--- config.mk ---
export PLATFORM = sky130hd
export DESIGN_NAME = button_event_arbiter
export DESIGN_NICKNAME = d
export VERILOG_FILES = /design/src/rtl/button_event_arbiter.sv
export SDC_FILE = /design/constraint.sdc
export NUM_CORES = 1
export LEC_CHECK = 0
export ABC_AREA = 1
export CORE_MARGIN = 2
export CORE_UTILIZATION = 63
export DETAILED_ROUTE_END_ITERATION = 7
export DONT_BUFFER_PORTS = 1
export PLACE_DENSITY = 0.81
export RECOVER_POWER = 25
export SETUP_SLACK_MARGIN = 0.5
export SLEW_MARGIN = 20
export SYNTH_ARGS = -nofsm -noshare
export SYNTH_HDL_FRONTEND = slang
export SYNTH_SLANG_ARGS = --single-unit
--- constraint.sdc ---
create_clock -name clk -period 2.2 [get_ports clk]
set_clock_uncertainty 0.05 [all_clocks]
set_input_delay 0.33 -clock clk [delete_from_list [all_inputs] [get_ports clk]]
set_output_delay 0.33 -clock clk [all_outputs]
set_load 0.1 [all_outputs]
--- src/rtl/button_event_arbiter.sv ---
`default_nettype none
// ============================================================================
// Module      : button_event_arbiter
// Description : Multi-button front end. Each button is sampled on a prescaled
//               tick through a 3-state debounce FSM (IDLE/ARM/HELD). A press
//               (ARM->HELD) queues a pending event, and pending events are
//               handed to one consumer round-robin over valid/ready.
//               Optional macro BTN_AUTOREPEAT_EN adds per-button auto-repeat
//               events every REPEAT_TICKS ticks while a button stays HELD.
// Revision    : 1.0 - initial release
// ============================================================================
module button_event_arbiter #(
  parameter int N_BTN        = 4,
  parameter int TICK_DIV     = 50000,
  parameter int REPEAT_TICKS = 25
) (
  input  logic                       clk,
  input  logic                       reset,
  input  logic [N_BTN-1:0]           btn_raw,
  input  logic                       evt_ready,
  output logic                       evt_valid,
  output logic [$clog2(N_BTN)-1:0]   evt_id,
  output logic                       evt_overrun,
  output logic [N_BTN-1:0]           held
);

  localparam int ID_W = $clog2(N_BTN);
  localparam int PS_W = (TICK_DIV > 1) ? $clog2(TICK_DIV) : 1;

  localparam logic [1:0] ST_IDLE = 2'd0;
  localparam logic [1:0] ST_ARM  = 2'd1;
  localparam logic [1:0] ST_HELD = 2'd2;

  logic [PS_W-1:0]  prescale;
  logic             tick;
  logic [N_BTN-1:0] enter_held;
  logic [N_BTN-1:0] rpt_fire;
  logic [N_BTN-1:0] evt_src;
  logic [N_BTN-1:0] pending;
  logic [N_BTN-1:0] grant;
  logic [N_BTN-1:0] drop;
  logic [ID_W-1:0]  rr_last;
  logic [ID_W-1:0]  winner;
  logic             found;
  logic             load;
  int               idx;

  // Single-cycle sample strobe at the last count of the prescaler.
  assign tick = (prescale == PS_W'(TICK_DIV - 1));

  // Prescaler: free-running 0..TICK_DIV-1 counter.
  always_ff @(posedge clk or posedge reset) begin
    if (reset) begin
      prescale <= '0;
    end else if (tick) begin
      prescale <= '0;
    end else begin
      prescale <= prescale + PS_W'(1);
    end
  end

  generate
    for (genvar i = 0; i < N_BTN; i++) begin : g_btn
      logic [1:0] state;

      // Debounce FSM: two consecutive high samples are needed to reach HELD.
      always_ff @(posedge clk or posedge reset) begin
        if (reset) begin
          state <= ST_IDLE;
        end else if (tick) begin
          case (state)
            ST_IDLE: state <= btn_raw[i] ? ST_ARM  : ST_IDLE;
            ST_ARM:  state <= btn_raw[i] ? ST_HELD : ST_IDLE;
            ST_HELD: state <= btn_raw[i] ? ST_HELD : ST_IDLE;
            default: state <= ST_IDLE;
          endcase
        end
      end

      assign held[i]       = (state == ST_HELD);
      assign enter_held[i] = tick && (state == ST_ARM) && btn_raw[i];

`ifdef BTN_AUTOREPEAT_EN
      localparam int RP_W = $clog2(REPEAT_TICKS);
      logic [RP_W-1:0] rpt_cnt;
      logic            rpt_step;

      // A repeat step is a tick on which the button remains HELD.
      assign rpt_step    = tick && (state == ST_HELD) && btn_raw[i];
      assign rpt_fire[i] = rpt_step && (rpt_cnt == RP_W'(REPEAT_TICKS - 1));

      // Repeat counter: restarts on HELD entry, wraps when it fires.
      always_ff @(posedge clk or posedge reset) begin
        if (reset) begin
          rpt_cnt <= '0;
        end else if (enter_held[i]) begin
          rpt_cnt <= '0;
        end else if (rpt_step) begin
          if (rpt_cnt == RP_W'(REPEAT_TICKS - 1)) begin
            rpt_cnt <= '0;
          end else begin
            rpt_cnt <= rpt_cnt + RP_W'(1);
          end
        end
      end
`else
      assign rpt_fire[i] = 1'b0;
`endif
    end
  endgenerate

  assign evt_src = enter_held | rpt_fire;

  // Output slot can take a new event when empty or being drained this cycle.
  assign load = !evt_valid || evt_ready;

  // Round-robin search starting just after the last granted button.
  always_comb begin
    found  = 1'b0;
    winner = rr_last;
    idx    = 0;
    for (int k = 1; k <= N_BTN; k++) begin
      idx = (int'(rr_last) + k) % N_BTN;
      if (!found && pending[ID_W'(idx)]) begin
        found  = 1'b1;
        winner = ID_W'(idx);
      end
    end
  end

  assign grant = (load && found) ? (N_BTN'(1) << winner) : '0;
  // A bit leaving through the grant this edge is free again, so a
  // simultaneous new event for it is kept rather than dropped.
  assign drop  = evt_src & pending & ~grant;

  // Pending set, output slot and round-robin pointer.
  always_ff @(posedge clk or posedge reset) begin
    if (reset) begin
      pending     <= '0;
      evt_valid   <= 1'b0;
      evt_id      <= '0;
      evt_overrun <= 1'b0;
      rr_last     <= ID_W'(N_BTN - 1);
    end else begin
      pending     <= (pending & ~grant) | evt_src;
      evt_overrun <= |drop;
      if (load) begin
        evt_valid <= found;
        if (found) begin
          evt_id  <= winner;
          rr_last <= winner;
        end
      end
    end
  end

endmodule
`default_nettype wire
# After elaboration in Yosys (flattened, before gate mapping)
# Cells that the tools add are included.
# Widths: inputs -> output; s select.
totals:
  ff_bits: 34
  output_inout_bits: 8
classes:
  n_lt_le_gt_ge: 4
  n_addsub: 5
  shifts: 1
  mux: 34
  bitwise: 5
  eq_ne: 9
  n_reduce_logical: 27
ops:
  columns: ["op", "n"]
  rows:
  - ["$add 16x1->16 const B", 1]
  - ["$eq 16x16->1 const B", 1]
  - ["$lt 2x4->1 const B", 4]
  - ["$mux 1", 16]
  - ["$mux 16", 1]
  - ["$mux 2", 8]
  - ["$pmux 2 s2", 4]
  - ["$and 4x4->4", 3]
  - ["$logic_and 1x1->1", 12]
  - ["$bmux 1 s2", 4]
  - ["$eq 2x1->1 const B", 4]
  - ["$eq 2x2->1 const B", 4]
  - ["$logic_not 2->1", 4]
  - ["$reduce_or 2->1", 4]
  - ["$add 2x1->2 const B", 2]
  - ["$add 2x2->2 const B", 2]
  - ["$logic_not 1->1", 4]
  - ["$mux 4", 1]
  - ["$not 4->4", 1]
  - ["$or 4x4->4", 1]
  - ["$reduce_or 4->1", 1]
  - ["$shl 1x2->4 const A", 1]
  - ["$reduce_and 2->1", 1]
  - ["$logic_or 1x1->1", 1]

# Logic depth before layout (Yosys ltp)
logic_depth:
  word_depth: 19
  depth_mapped: 16
  mapped_depth_nobuf: 15

# Least setup slack after synthesis
# No wires, ideal clock.
synth_path:
  path_type: "flip-flop to flip-flop"
  start: "reg rr_last[0]"
  end: "reg evt_overrun"
  n_path_buf: 1
  required_ps: 2034
  setup_ps: 116
  setup_slack_ps: 474
  path_stages_with_launch: 17
  arrival_time_ps: 1560
  path_cell_list: "dfstp_2 > buf_6 > inv_6 > nand2_1 > nand2_2 > nand2_4 > nand2_4 > clkinv_2 > nand3_4 > nand2_2 > nand2_2 > nor2_4 > nand2_1 > nand3_1 > nand2_1 > inv_1 > nand2_1"
synth_via:
  elab_chain_len: 19
  word_cells_on_any_way: 36
synth_rtl:
  columns: ["element", "line_no", "rtl"]
  rows:
  - ["start: declaration", "42", "logic [ID_W-1:0] rr_last;"]
  - ["start signal: assignment", "143", "rr_last <= ID_W'(N_BTN - 1);"]
  - ["start signal: assignment", "151", "rr_last <= winner;"]
  - ["$add 2x1->2", "123", "idx = (int'(rr_last) + k) % N_BTN;"]
  - ["$bmux 1 s2", "124", "if (!found && pending[ID_W'(idx)]) begin"]
  - ["$mux 1 (implied by the code) (2 in a row)", "124", null]
  - ["$mux 1", "124", null]
  - ["$logic_not 1->1", "124", null]
  - ["$logic_and 1x1->1", "124", null]
  - ["$mux 1", "124", null]
  - ["$logic_not 1->1", "124", null]
  - ["[2 not listed]", null, null]
  - ["$logic_not 1->1", "124", null]
  - ["$logic_and 1x1->1", "124", null]
  - ["$mux 2 / $mux 1 (equally long branches)", "124", null]
  - ["$shl 1x2->4 / $logic_and 1x1->1 (equally long branches)", "131", "assign grant = (load && found) ? (N_BTN'(1) << winner) : '0;"]
  - ["$mux 4 *", "131", null]
  - ["$not 4->4 *", "134", "assign drop = evt_src & pending & ~grant;"]
  - ["$and 4x4->4 *", "134", null]
  - ["$reduce_or 4->1 *", "146", "evt_overrun <= |drop;"]
  - ["end signal: assignment", "146", null]
  - ["end: declaration", "23", "output logic evt_overrun,"]
# Mark *: on every way between the ends. The rest lies on a longest branch, timed or not. The select of a mux whose other input is x is not followed.
# A chain may end at the register's enable or synchronous reset.

# Worst setup path after layout
# Ends and elaborated chain as after synthesis.

==> results.sh <==
export IMPL_cp_data_arrival_time_ns=2.08
export IMPL_cts_sink_count=34
export IMPL_run_status="complete, no violations"
export IMPL_number_of_instances_in_the_synthesized_netlist=269
export IMPL_numPlacedInstances=323
export IMPL_main_combinational_cell_family_by_area_after_synthesis="simple AND/OR/NAND/NOR gates"
export IMPL_yosys_register_bits=34
export IMPL_synth_lib_cells_used_distinct=30
export IMPL_number_of_enable_flip_flop_cells_after_synthesis=0
export IMPL_synth_compound_area_share_pct=6.37
export IMPL_clk_pin_slew_ns=0.10
export IMPL_synthMuxAreaShare_pct=0
export IMPL_yosys_top_cells_area="sky130_fd_sc_hd__dfrtp_1 (38%), sky130_fd_sc_hd__nand2_1 (12%), sky130_fd_sc_hd__ha_1 (10%)"
export IMPL_critical_path_max_stage_delay_ns=0.65
export IMPL_timing_critical_path_mode_cell="sky130_fd_sc_hd__nand2_1"
export IMPL_syn2layout_area_growth_pct=19.8
export IMPL_grt_antenna_before_repair=0
export IMPL_place_congestion=0.861
export IMPL_num_nets_final=321
export IMPL_initialDrtViolationCount=91
export IMPL_num_io_pins=15
export IMPL_grt_max_degree=35
export IMPL_cts_tree="built"
export IMPL_fp_dieH_um=62.0
export IMPL_rows=21
export IMPL_grt_pass1_wl_um=6780
export IMPL_peakVddDrop_v=0.000437
export IMPL_critical_path_required_ns=2.40
export IMPL_portBuffers=0
export IMPL_worstMarginPinSlew_ns=0.804
export IMPL_postSynthNetCount=293
export IMPL_crit_buf_inv=2
export IMPL_hold_viol_final=0
export IMPL_hpwl_um=2910
export IMPL_die_area_sq_um=3850
export IMPL_drt_pre_antenna_iters=5
export IMPL_postSynth_topFlopCell="sky130_fd_sc_hd__dfrtp_1"
export IMPL_final_cells=344
export IMPL_wl_um=4420
export IMPL_yosys_area_share_xor_xnor_pct=2.89
export IMPL_global_route_usage_total_pct=24.4
export IMPL_synth_fa_ha_area_share_pct=10.0
export IMPL_grt_setup_unrepaired="true"
export IMPL_wire_per_inst_um=12.9
export IMPL_drc_violation_count_after_routing=0
export IMPL_clock_tree_htree_level_count=2
export IMPL_initial_core_util_pct=64.6
export IMPL_setup_violations_final=0
export IMPL_clk_path_buf_depth=2
export IMPL_worst_setup_path_type="reg -> reg"
export IMPL_r2r_setup_slack_ns=0.31
export IMPL_crit_path_max_delay_family="simple AND/OR/NAND/NOR gates"
export IMPL_min_path_type="in -> reg"
export IMPL_num_antenna_cells=0
export IMPL_clk_insertion_delay_late_ns=0.34
export IMPL_core_area_sq_um=3280
export IMPL_power_per_cell_area_nw_per_um2=601
export IMPL_globalRouteOverflowTotal=0
export IMPL_layout_cells_sized_above_1_pct=26.5
export IMPL_finalCritPeriodShare_pct=85.8
export IMPL_synth_yosys_warnings=0
export IMPL_synth_sequential_area_ratio_pct=40.2
export IMPL_die_width_um=62.0
export IMPL_first_global_vias=1595
export IMPL_post_synth_cell_area_avg_sq_um=7.88
export IMPL_end_kind="flop"
export IMPL_cp_start_kind="flop"
export IMPL_tns_ns=0
export IMPL_max_slew_vio_count=0
export IMPL_number_of_inserted_filler_cells_in_the_final_layout=219
export IMPL_synth_simple_gate_area_share_pct=31.9
export IMPL_synth_async_reset_ratio_pct=100
export IMPL_cts_root_buf="sky130_fd_sc_hd__clkbuf_4"
export IMPL_via_count=1825
export IMPL_synth_top_area_share_pct=37.8
export IMPL_timing_final_crit_period_ns=1.89
export IMPL_achievable_frequency_mhz=530
export IMPL_totalPowerFinal_w=0.00153
export IMPL_final_antenna_net_count=0
export IMPL_cts_inserted_buffers=5
export IMPL_max_slew_margin_rel_pct=46.4
export IMPL_cp_slowest_cell="sky130_fd_sc_hd__dfstp_2"
export IMPL_viasPerCell=5.31
export IMPL_worst_path_max_fanout=8
export IMPL_cell_chain_of_the_critical_path="nand2_1 > nand2_2 > nand2_4 > buf_4 > nand3_1 > nand2_1 > nand2_2 > nand2_1 > nor2_2 > nand2_1 > nand3_1 > nand2_1 > inv_1 > nand2_1"
export IMPL_mappedNetlistArea_sq_um=2120
export IMPL_yosysTopAreaCell="sky130_fd_sc_hd__dfrtp_1"
export IMPL_max_cap_check_violation_count=0
export IMPL_leakage_power_nw=1.30
-- cells in the mapped netlist (2+ instances only) --
master / number
sky130_fd_sc_hd__nand2_4: 4
sky130_fd_sc_hd__o31ai_1: 2
sky130_fd_sc_hd__nand2_2: 9
sky130_fd_sc_hd__ha_1: 17
sky130_fd_sc_hd__nand4_1: 8
sky130_fd_sc_hd__nor2_4: 2
sky130_fd_sc_hd__dfrtp_1: 32
sky130_fd_sc_hd__nor4_1: 2
sky130_fd_sc_hd__nand2_1: 69
sky130_fd_sc_hd__a21oi_1: 6
sky130_fd_sc_hd__dfstp_2: 2
sky130_fd_sc_hd__nor2_1: 22
sky130_fd_sc_hd__nand3_1: 20
sky130_fd_sc_hd__xnor2_1: 2
sky130_fd_sc_hd__inv_1: 37
sky130_fd_sc_hd__o21ai_0: 15
sky130_fd_sc_hd__nor3_1: 3
sky130_fd_sc_hd__xor2_1: 5
-- per-stage QoR --
| stage | setup slack, ns | cell area, sq um | util (%) | hold slack (ns) |
|---|---|---|---|---|
| floorplan | 0.474 | 2120 | - | 0.383 |
| global placement | 0.345 | 2250 | 68.5 | 0.283 |
| detailed placement | 0.325 | 2250 | 68.5 | 0.297 |
| CTS | 0.349 | 2380 | 72.5 | 0.0645 |
| global route | 0.154 | 2540 | 77.4 | 0.0662 |
| finish | 0.312 | 2540 | 77.4 | 0.0704 |
-- worst paths after layout --
check | from | to | depth (start not counted)
setup reg to reg | rr_last[0] | evt_overrun | 14
setup / recovery | rr_last[0] | evt_overrun | 14
min in group asynchronous | reset | g_btn[3].state[1] | 3
hold / removal | btn_raw[0] | g_btn[0].state[0] | 2
max in group asynchronous | reset | prescale[2] | 3
hold reg to reg | prescale[13] | prescale[13] | 1
-- what timing repair did --
action,CTS,global route
buffers inserted,6,6
gates resized for setup,5,38
pin swaps,2,16
endpoints found under the hold margin,32,0
setup endpoints to repair,11,23
hold buffers,1,0
-- cell usage in the layout (no fill, tap or decap), drive strengths merged, types with 3 or more instances in the layout --
cell type	synthesis	layout
nand3	22	22
clkbuf	2	8
inv	39	39
xor2	5	5
nor2	25	25
o21ai	15	15
nor3	3	3
dfrtp	32	32
nand4	8	8
buf	2	23
nand2	82	82
a21oi	6	6
ha	17	17
-- registers in the layout, summed over array words and instances (netlist names) --
signal       flops
evt_id           2
evt_valid        1
prescale        16
pending          4
g_btn.state      8
rr_last          2
evt_overrun      1
-- layer usage --
layer  track usage (%)  part of all wire [%]  up-vias
met5                 0                     0        -
met4              9.73                   1.5        0
met3              6.63                   3.6        9
met2              41.1                    54       41
met1              29.6                    41      865
li1                  -                     -      910
-- final cells by class --
class	count	area [sq um]	share of cell area, %
multi-input cells	191	1180	46.6
clock inverters	1	5.00	0.197
repair buffers	25	224	8.81
inverters	40	160	6.30
clock buffers	7	55.1	2.17
well taps	46	57.6	2.26
flip-flops and latches	34	855	33.6
-- logic make-up (layout without fill, tap and decap cells) --
kind of cell,Yosys count,in the layout
AND/OR/NAND/NOR,142,142
buffers and inverters,44,73
flip-flops,34,34
AO/OA/AOI/OAI,25,25
adder cells (fa/ha/maj),17,17
XOR/XNOR,7,7
-- power breakdown --
part           internal (W)  total (W)  switching (W)
clock network      0.000155   0.000358       0.000204
logic              0.000142   0.000487       0.000345
registers          0.000657   0.000683      0.0000256
total              0.000954    0.00153       0.000574
No activity file was read; power rests on OpenSTA's default activity.
